[config.mk]
export PLATFORM = sky130hd
export DESIGN_NAME = button_bank
export DESIGN_NICKNAME = d
export VERILOG_FILES = /design/src/rtl/button_bank_channel.sv /design/src/rtl/button_bank.sv
export SDC_FILE = /design/constraint.sdc
export NUM_CORES = 1
export LEC_CHECK = 0
export CAP_MARGIN = 20
export CORE_MARGIN = 5
export CORE_UTILIZATION = 55
export DETAILED_ROUTE_END_ITERATION = 16
export PLACE_DENSITY_LB_ADDON = 0.2
export SLEW_MARGIN = 25
export SYNTH_ARGS = -nofsm -noshare
export SYNTH_HDL_FRONTEND = slang
export SYNTH_SLANG_ARGS = --single-unit
export TNS_END_PERCENT = 100
[constraint.sdc]
create_clock -name i_clk -period 1.8 [get_ports i_clk]
set_input_delay 0.36 -clock i_clk [delete_from_list [all_inputs] [get_ports i_clk]]
set_output_delay 0.36 -clock i_clk [all_outputs]
set_load 0.02 [all_outputs]
[src/rtl/button_bank_channel.sv]
`default_nettype none
// ============================================================================
// Module   : button_bank_channel
// Purpose  : One button: 2-flop synchroniser, hysteresis debouncer, edge and
//            auto-repeat strobes.
// Revision : 1.0
// ============================================================================
module button_bank_channel #(
    parameter int NUM_SAMPLES    = 5,
    parameter int HOLD_SAMPLES   = 64,
    parameter int REPEAT_SAMPLES = 16
) (
    input  logic i_clk,
    input  logic i_reset_n,
    input  logic i_en,
    input  logic i_sample_stb,
    input  logic i_button,
    output logic o_state,
    output logic o_press_stb,
    output logic o_release_stb,
    output logic o_repeat_stb
);

    localparam int CNT_W = $clog2(HOLD_SAMPLES + 1);
    localparam logic [CNT_W-1:0] C_HOLD_LAST = CNT_W'(HOLD_SAMPLES - 1);
    localparam logic [CNT_W-1:0] C_RELOAD    = CNT_W'(HOLD_SAMPLES - REPEAT_SAMPLES);

    logic                   sync1_q, sync1_d;
    logic                   sync2_q, sync2_d;
    logic [NUM_SAMPLES-1:0] samples_q, samples_d;
    logic                   state_q, state_d;
    logic                   press_q, press_d;
    logic                   release_q, release_d;
    logic                   repeat_q, repeat_d;
    logic [CNT_W-1:0]       cnt_q, cnt_d;

    always_comb begin
        sync1_d   = sync1_q;
        sync2_d   = sync2_q;
        samples_d = samples_q;
        state_d   = state_q;
        cnt_d     = cnt_q;
        press_d   = 1'b0;
        release_d = 1'b0;
        repeat_d  = 1'b0;
        if (i_en) begin
            sync1_d = i_button;
            sync2_d = sync1_q;
            if (i_sample_stb) begin
                samples_d = {samples_q[NUM_SAMPLES-2:0], sync2_q};
                if (&samples_d) begin
                    state_d = 1'b1;
                end else if (~|samples_d) begin
                    state_d = 1'b0;
                end
            end
            press_d   = state_d & ~state_q;
            release_d = ~state_d & state_q;
            // Only strobes seen while already held advance the hold count.
            if (!state_d) begin
                cnt_d = '0;
            end else if (state_q && i_sample_stb) begin
                if (cnt_q == C_HOLD_LAST) begin
                    repeat_d = 1'b1;
                    cnt_d    = C_RELOAD;
                end else begin
                    cnt_d = cnt_q + 1'b1;
                end
            end
        end
    end

    always_ff @(posedge i_clk) begin
        if (!i_reset_n) begin
            sync1_q   <= 1'b0;
            sync2_q   <= 1'b0;
            samples_q <= '0;
            state_q   <= 1'b0;
            press_q   <= 1'b0;
            release_q <= 1'b0;
            repeat_q  <= 1'b0;
            cnt_q     <= '0;
        end else begin
            sync1_q   <= sync1_d;
            sync2_q   <= sync2_d;
            samples_q <= samples_d;
            state_q   <= state_d;
            press_q   <= press_d;
            release_q <= release_d;
            repeat_q  <= repeat_d;
            cnt_q     <= cnt_d;
        end
    end

    assign o_state       = state_q;
    assign o_press_stb   = press_q;
    assign o_release_stb = release_q;
    assign o_repeat_stb  = repeat_q;

endmodule
`default_nettype wire

[src/rtl/button_bank.sv]
`default_nettype none
// ============================================================================
// Module   : button_bank
// Purpose  : NUM_BUTTONS independent debounced button channels sharing one
//            enable and sample strobe.
// Revision : 1.0
// ============================================================================
module button_bank #(
    parameter int NUM_BUTTONS    = 3,
    parameter int NUM_SAMPLES    = 5,
    parameter int HOLD_SAMPLES   = 64,
    parameter int REPEAT_SAMPLES = 16
) (
    input  logic                   i_clk,
    input  logic                   i_reset_n,
    input  logic                   i_en,
    input  logic                   i_sample_stb,
    input  logic [NUM_BUTTONS-1:0] i_buttons,
    output logic [NUM_BUTTONS-1:0] o_state,
    output logic [NUM_BUTTONS-1:0] o_press_stb,
    output logic [NUM_BUTTONS-1:0] o_release_stb,
    output logic [NUM_BUTTONS-1:0] o_repeat_stb
);

    for (genvar gi = 0; gi < NUM_BUTTONS; gi++) begin : g_chan
        button_bank_channel #(
            .NUM_SAMPLES   (NUM_SAMPLES),
            .HOLD_SAMPLES  (HOLD_SAMPLES),
            .REPEAT_SAMPLES(REPEAT_SAMPLES)
        ) u_chan (
            .i_clk         (i_clk),
            .i_reset_n     (i_reset_n),
            .i_en          (i_en),
            .i_sample_stb  (i_sample_stb),
            .i_button      (i_buttons[gi]),
            .o_state       (o_state[gi]),
            .o_press_stb   (o_press_stb[gi]),
            .o_release_stb (o_release_stb[gi]),
            .o_repeat_stb  (o_repeat_stb[gi])
        );
    end

endmodule
`default_nettype wire

==> metrics, run 1 <==
status=finished clean; number of H-tree levels=2; P_leak=0.9755 nW; Vias=2189; final-report hold violation count=0; layout cells sized above 1=0.1424; synthesized area per cell=8.334 sq um; ant diodes=0; core area=0.004354 sq mm; RSZ-0062 raised after global routing=false; Yosys reg bits=51; pre-CTS WS=-128.1 ps; asr flop ratio synth=0; Filler cells=around 370; Cells after Synth=around 300; Syn Nets=305; Root Driver=clkbuf_8; worst setup path class=in2reg; Max transition margin=0.6360; GRT Util Overall=0.1739; DP Wirelength=between 3000 and 4000 um; most used routing layer=met2; Top Family by Delay on Critical Path=buffers and inverters; Hold Crit Class=reg2reg; worst path bufs/invs=4; multiplexer share of the synthesized area=0.02443; Slew @ Worst Pin=between 500 and 600 ps; sequential area share after synthesis=0.4153; CTS tree=done; Pre-antenna DRT Iters=4; Worst IR Drop VDD=529.5 uV; Routed Antenna Nets=0; WL final=between 5000 and 6000 um; Most used DFF post-synth=dfxtp_1; routability cong.=0.8061; crit path DAT=1860 ps; First DRT Iteration DRCs=139; CTS max path bufs=2; synthesized area=0.002459 sq mm; initial antenna violation count=0; Clock Pin Slew Worst Setup and Hold Paths=100 ps; M1 GR Usage=0.2402; die area=0.005907 sq mm; clk sinks=51; final setup vio count=0; vias per inst=slightly below 6; max incr delay on CP=450 ps; Post-synth EDFFs=0; final setup margin=160.6 ps; post-route DRC violation count=0; area growth from synthesis to layout=16.08%; vias in the first global route=between 1500 and 2000; # IOs=19; die width=slightly below 80 um; Core Util, Final=0.6555; XOR/XNOR share of the synthesized area=0; M3 GR Usage=0.03630; clock latency on the worst-skew pair=300 ps; Min Clock Period, post-route=1639 ps; CTS Buf Count=5; Netlist cell types=50; Crit Path Max Fanout=12; Wirelength per Cell=approximately 14 um; Die Ht=76.86 um; Slew Viols, Final=0; slowest CP cell=clkdlybuf4s50_1; crit path launch type=input port; Cell Pwr Density=701.0 mW/mm^2; YS warnings=0; required time of the critical path=2020 ps; largest family of logic cells by synthesized area=simple AND/OR/NAND/NOR gates; Clock Skews=8.221 ps; Worst setup EP type=flip-flop; Starting Density=0.5647; simple-gate share of the synthesized area=0.2463; GR Util met2=0.2725; nets@finish=332; global route overflow=0; maximum number of pins on one net before global-route repair=22; maxcap violations=0; fmax=a little over 600 MHz; period utilization=0.9108; first-pass GRT wire length=8721 um; input/output buffers=18; fraction of the mapped netlist area in adder cells=0.01527; Rows=24; Post-CTS Setup Repair Bufs=0; worst path cell trace=clkdlybuf4s50_1, buf_4, buf_4, nand3_1, buf_4, nor3_1, a221oi_1, o31ai_1; Compound-Gate Fraction of Synth Area=0.2260; most frequent CP cell=buf_4
synth_stat cells (2+ instances only):
cell,count,area [sq um]
nand2b_1,7,43.79
and2_1,4,25.02
a22oi_1,4,30.03
nor3_1,5,25.02
nor2b_1,4,25.02
nand4_1,2,12.51
o2111ai_1,4,35.03
a211oi_1,3,22.52
inv_1,4,15.01
buf_2,5,25.02
nor2_1,19,71.32
dfxtp_1,51,1021
and3_1,4,25.02
a21oi_2,3,26.28
nand3_1,14,70.07
o211ai_1,4,30.03
a31oi_1,6,37.54
nand2_1,48,180.2
o221ai_1,2,17.52
and4_1,3,26.28
o31ai_1,3,22.52
ha_1,3,37.54
clkbuf_1,6,22.52
o21ai_0,10,50.05
nor4_1,8,50.05
a21oi_1,27,135.1
a21boi_1,2,15.01
mux2i_1,6,60.06
buf_4,13,97.59
worst register-to-register path: cells and delay by family, from the launching register on:
kind	cells	cell delay, ps
AOI/OAI and AO/OA	3	620
DFF	1	350
and+or+nand+nor	1	520
path summary, 6_finish.rpt:
check / cells past startpoint / startpoint / endpoint / slack (ps)
setup reg to reg: 4 / g_chan[1].u_chan.samples_q[1] / g_chan[1].u_chan.cnt_q[2] / 190
hold / removal: 2 / g_chan[2].u_chan.cnt_q[6] / g_chan[2].u_chan.cnt_q[6] / 440
setup / recovery: 8 / i_sample_stb / g_chan[0].u_chan.cnt_q[3] / 160
hold reg to reg: 2 / g_chan[2].u_chan.cnt_q[6] / g_chan[2].u_chan.cnt_q[6] / 440
layer usage:
layer,up-vias,wire length (um)
met5,-,0
met4,0,80
met3,12,229
met2,49,2283
met1,1016,2555
li1,1112,-
cells by family (layout without fill, tap and decap cells):
family          Yosys count  after routing
mux                       6              6
fa+ha+maj                 3              3
simple gates            124            124
flops                    51             51
compound gates           80             80
buf+inv                  31             59
what timing repair did:
action                     4_1_cts  5_1_grt
setup endpoints to repair        0        1
hold buffers                     0        0
gates resized for setup          0        1
placed cells by master (no fill, tap or decap), drive strengths merged, types with 3 or more instances in the layout:
cell,n
nand3,15
nand2,48
buf,27
and4,3
o2111ai,4
nor2,20
a21boi,3
nor3,5
o211ai,4
nor4,8
o31ai,3
and2,4
a211oi,3
a31oi,6
a22oi,4
dfxtp,51
inv,5
nor2b,4
clkdlybuf4s50,17
clkbuf,5
o21ai,10
nand2b,7
a21oi,30
mux2i,6
ha,3
and3,4
through the flow:
step | cells | TNS [ps] | instance area (sq um) | power, W | hold slack, ps
3_5_place_dp | 367 | -1664 | 2763 | 0.001369 | 419.7
3_3_place_gp | 367 | -1185 | 2763 | 0.001367 | 418.0
2_1_floorplan | 295 | 0 | 2459 | 0.001294 | 406.9
4_1_cts | 375 | 0 | 2851 | 0.002017 | 433.8
5_1_grt | 375 | 0 | 2854 | 0.002095 | 476.1
6_report | 375 | 0 | 2854 | 0.002001 | 436.3
sequential cells by signal, summed over array words and instances, names as in the netlist:
signal and count:
g_chan.u_chan.o_state 3, g_chan.u_chan.o_press_stb 3, g_chan.u_chan.cnt_q 21, g_chan.u_chan.o_repeat_stb 3
g_chan.u_chan.sync2_q 3, g_chan.u_chan.sync1_q 3, g_chan.u_chan.o_release_stb 3, g_chan.u_chan.samples_q 12
where the power goes:
| group | internal (W) | switching [W] | total, W |
|---|---|---|---|
| registers | 0.00114 | 0.0000106 | 0.00115 |
| logic | 0.0000849 | 0.000108 | 0.000193 |
| clock network | 0.000271 | 0.000385 | 0.000656 |
| total | 0.00150 | 0.000504 | 0.00200 |
area by class of cell:
cell class	instances	area [sq um]	share of cell area
flip-flops and latches	51	1021	0.3577
repair buffers	45	397.9	0.1394
clock inverters	3	20.02	0.007014
well taps	52	65.06	0.02280
multi-input cells	213	1259	0.4410
inverters	6	22.52	0.007891
clock buffers	5	68.82	0.02411
Note: power is estimated with default switching activity, not from simulation.
==> run 2, diff against run 1 <==
--- a/config.mk
+++ b/config.mk
@@ -9,6 +9,7 @@
 export CORE_MARGIN = 5
 export CORE_UTILIZATION = 55
 export DETAILED_ROUTE_END_ITERATION = 16
+export GPL_ROUTABILITY_DRIVEN = 0
 export PLACE_DENSITY_LB_ADDON = 0.2
 export SLEW_MARGIN = 25
 export SYNTH_ARGS = -nofsm -noshare
==> results of run 2 <==
No change in the layout: final DEF, timing and power equal those of run 1.
==> run 3, diff against run 2 <==
--- a/config.mk
+++ b/config.mk
@@ -7,7 +7,7 @@
 export LEC_CHECK = 0
 export CAP_MARGIN = 20
 export CORE_MARGIN = 5
-export CORE_UTILIZATION = 55
+export CORE_UTILIZATION = 40
 export DETAILED_ROUTE_END_ITERATION = 16
 export GPL_ROUTABILITY_DRIVEN = 0
 export PLACE_DENSITY_LB_ADDON = 0.2
==> constraint.sdc (replaced) <==
create_clock -name i_clk -period 1.6 [get_ports i_clk]
set_input_delay 0.32 -clock i_clk [delete_from_list [all_inputs] [get_ports i_clk]]
set_output_delay 0.32 -clock i_clk [all_outputs]
set_load 0.02 [all_outputs]
==> metrics, run 3 (synthesis results as in run 1) <==
Worst setup EP type=output port; Vias=2173 (-0.73%); Wirelength per Cell=13.26 um (-3.4%); input/output buffers=18 (unchanged); fmax=650.7 MHz; Top Registers=g_chan.u_chan.cnt_q: 21 flops, g_chan.u_chan.samples_q: 12 flops; maximum number of pins on one net before global-route repair=18 (-18%); P_leak=1.051 nW (+7.7%); status=finished clean; most common cell after layout, fill and taps aside=dfxtp_1; Core Util, Final=0.5069 (-0.1485); clock latency on the worst-skew pair=310 ps (about the same); most frequent cells in the layout=dfxtp_1, nand2_1, buf_4; slowest CP cell=clkdlybuf4s50_1; Starting Density=0.4128 (-0.1518); core area=0.005956 sq mm (+37%); CTS max path bufs=2 (unchanged); CTS Buf Count=5 (unchanged); Clock Skews=5.345 ps (-2.876 ps); post-route DRC violation count=0 (unchanged); nets@finish=341 (+2.7%); crit path launch type=flip-flop; Min Clock Period, post-route=1537 ps; area growth from synthesis to layout=22.80%; Reg with most FFs=g_chan.u_chan.cnt_q; Root Driver=clkbuf_8; maxcap violations=0 (unchanged); Rows=28 (+17%); global route overflow=0 (unchanged); vias per inst=5.339 (-8.5%); die area=0.007815 sq mm (+32%); hold buffers post-CTS=0 (unchanged); max incr delay on CP=590 ps (+140 ps); Crit Path Max Fanout=1 (-11); Top Family by Delay on Critical Path=buffers and inverters; Routed Antenna Nets=0 (unchanged); First DRT Iteration DRCs=85 (-39%); worst setup path class=reg2out; Hold WS=440.2 ps (+3.855 ps); clk sinks=51 (unchanged); number of H-tree levels=2 (unchanged); Pre-antenna DRT Iters=4 (unchanged); number of flip-flops in the largest register=21 (unchanged); Max transition margin=0.7312 (+0.09521); Slew @ Worst Pin=402.3 ps (-138.8 ps); final-report hold violation count=0 (unchanged); # IOs=19 (unchanged); Clock Pin Slew Worst Setup and Hold Paths=90 ps (about the same); die width=88.40 um (+15%); Die Ht=88.40 um (+15%); period utilization=0.9605; worst path bufs/invs=1 (-3); first-pass GRT wire length=9218 um (+5.7%); initial antenna violation count=0 (unchanged); layout cells sized above 1=0.1898 (+0.04734); GRT Util Overall=0.1492 (-0.02475); CTS tree=done; Cell Pwr Density=813.0 mW/mm^2 (+16%); vias in the first global route=2036 (+4.9%); WL final=5395 um (+4.8%); Hold Crit Class=reg2reg; final setup vio count=0 (unchanged); Slew Viols, Final=0 (unchanged); Worst IR Drop VDD=472.1 uV (-11%); required time of the critical path=1280 ps (-740 ps); worst path cell trace=clkdlybuf4s50_1; ant diodes=0 (unchanged); DP Wirelength=3961 um (+6.4%); crit path DAT=1220 ps (-640 ps)
run 3: what timing repair did:
action / CTS / global route
endpoints found under the setup margin: 5 / 7
buffers inserted: 0 / 1
pin swaps: 0 / 6
gates resized for setup: 7 / 7
gates cloned: 0 / 0
run 3: layout make-up:
class / instances / area, sq um
fillers: 600 / 2937
multi-input cells: 213 / 1284
flip-flops and latches: 51 / 1023
repair buffers: 54 / 478.0
well taps: 75 / 93.84
clock buffers: 6 / 82.58
clock inverters: 2 / 35.03
inverters: 6 / 22.52
run 3: layer usage:
metal | vias up | track usage | part of all wire
met5 | - | 0 | 0
met4 | 0 | 0.05357 | 0.0082
met3 | 5 | 0.03073 | 0.038
met2 | 37 | 0.2379 | 0.46
met1 | 999 | 0.2000 | 0.49
li1 | 1132 | - | -
run 3: final timing paths:
path	depth (start not counted)	slack, ps	end	startpoint
worst min register to register	2	440	g_chan[0].u_chan.cnt_q[6]	g_chan[0].u_chan.cnt_q[6]
worst min-delay path	2	440	g_chan[0].u_chan.cnt_q[6]	g_chan[0].u_chan.cnt_q[6]
worst max-delay path	1	60	o_release_stb[1]	g_chan[1].u_chan.o_release_stb
worst max register to register	5	120	g_chan[0].u_chan.cnt_q[3]	g_chan[0].u_chan.cnt_q[1]
run 3: report_power, final:
| part | internal [W] | total, W | switching (W) |
|---|---|---|---|
| Sequential | 0.00128 | 0.00130 | 0.0000164 |
| Clock | 0.000506 | 0.000929 | 0.000423 |
| Combinational | 0.000104 | 0.000225 | 0.000121 |
run 3: per-stage QoR:
step / TNS, ps / power (W) / setup slack (ps) / area, sq um / instances
floorplan: 0 / 0.001456 / 135.0 / 2459 / 295
global placement: -6074 / 0.001552 / -265.7 / 2864 / 398
detailed placement: -6574 / 0.001555 / -343.1 / 2864 / 398
CTS: 0 / 0.002490 / 19.04 / 2987 / 406
global route: -12.01 / 0.002564 / -7.961 / 3019 / 407
finish: 0 / 0.002455 / 63.13 / 3019 / 407
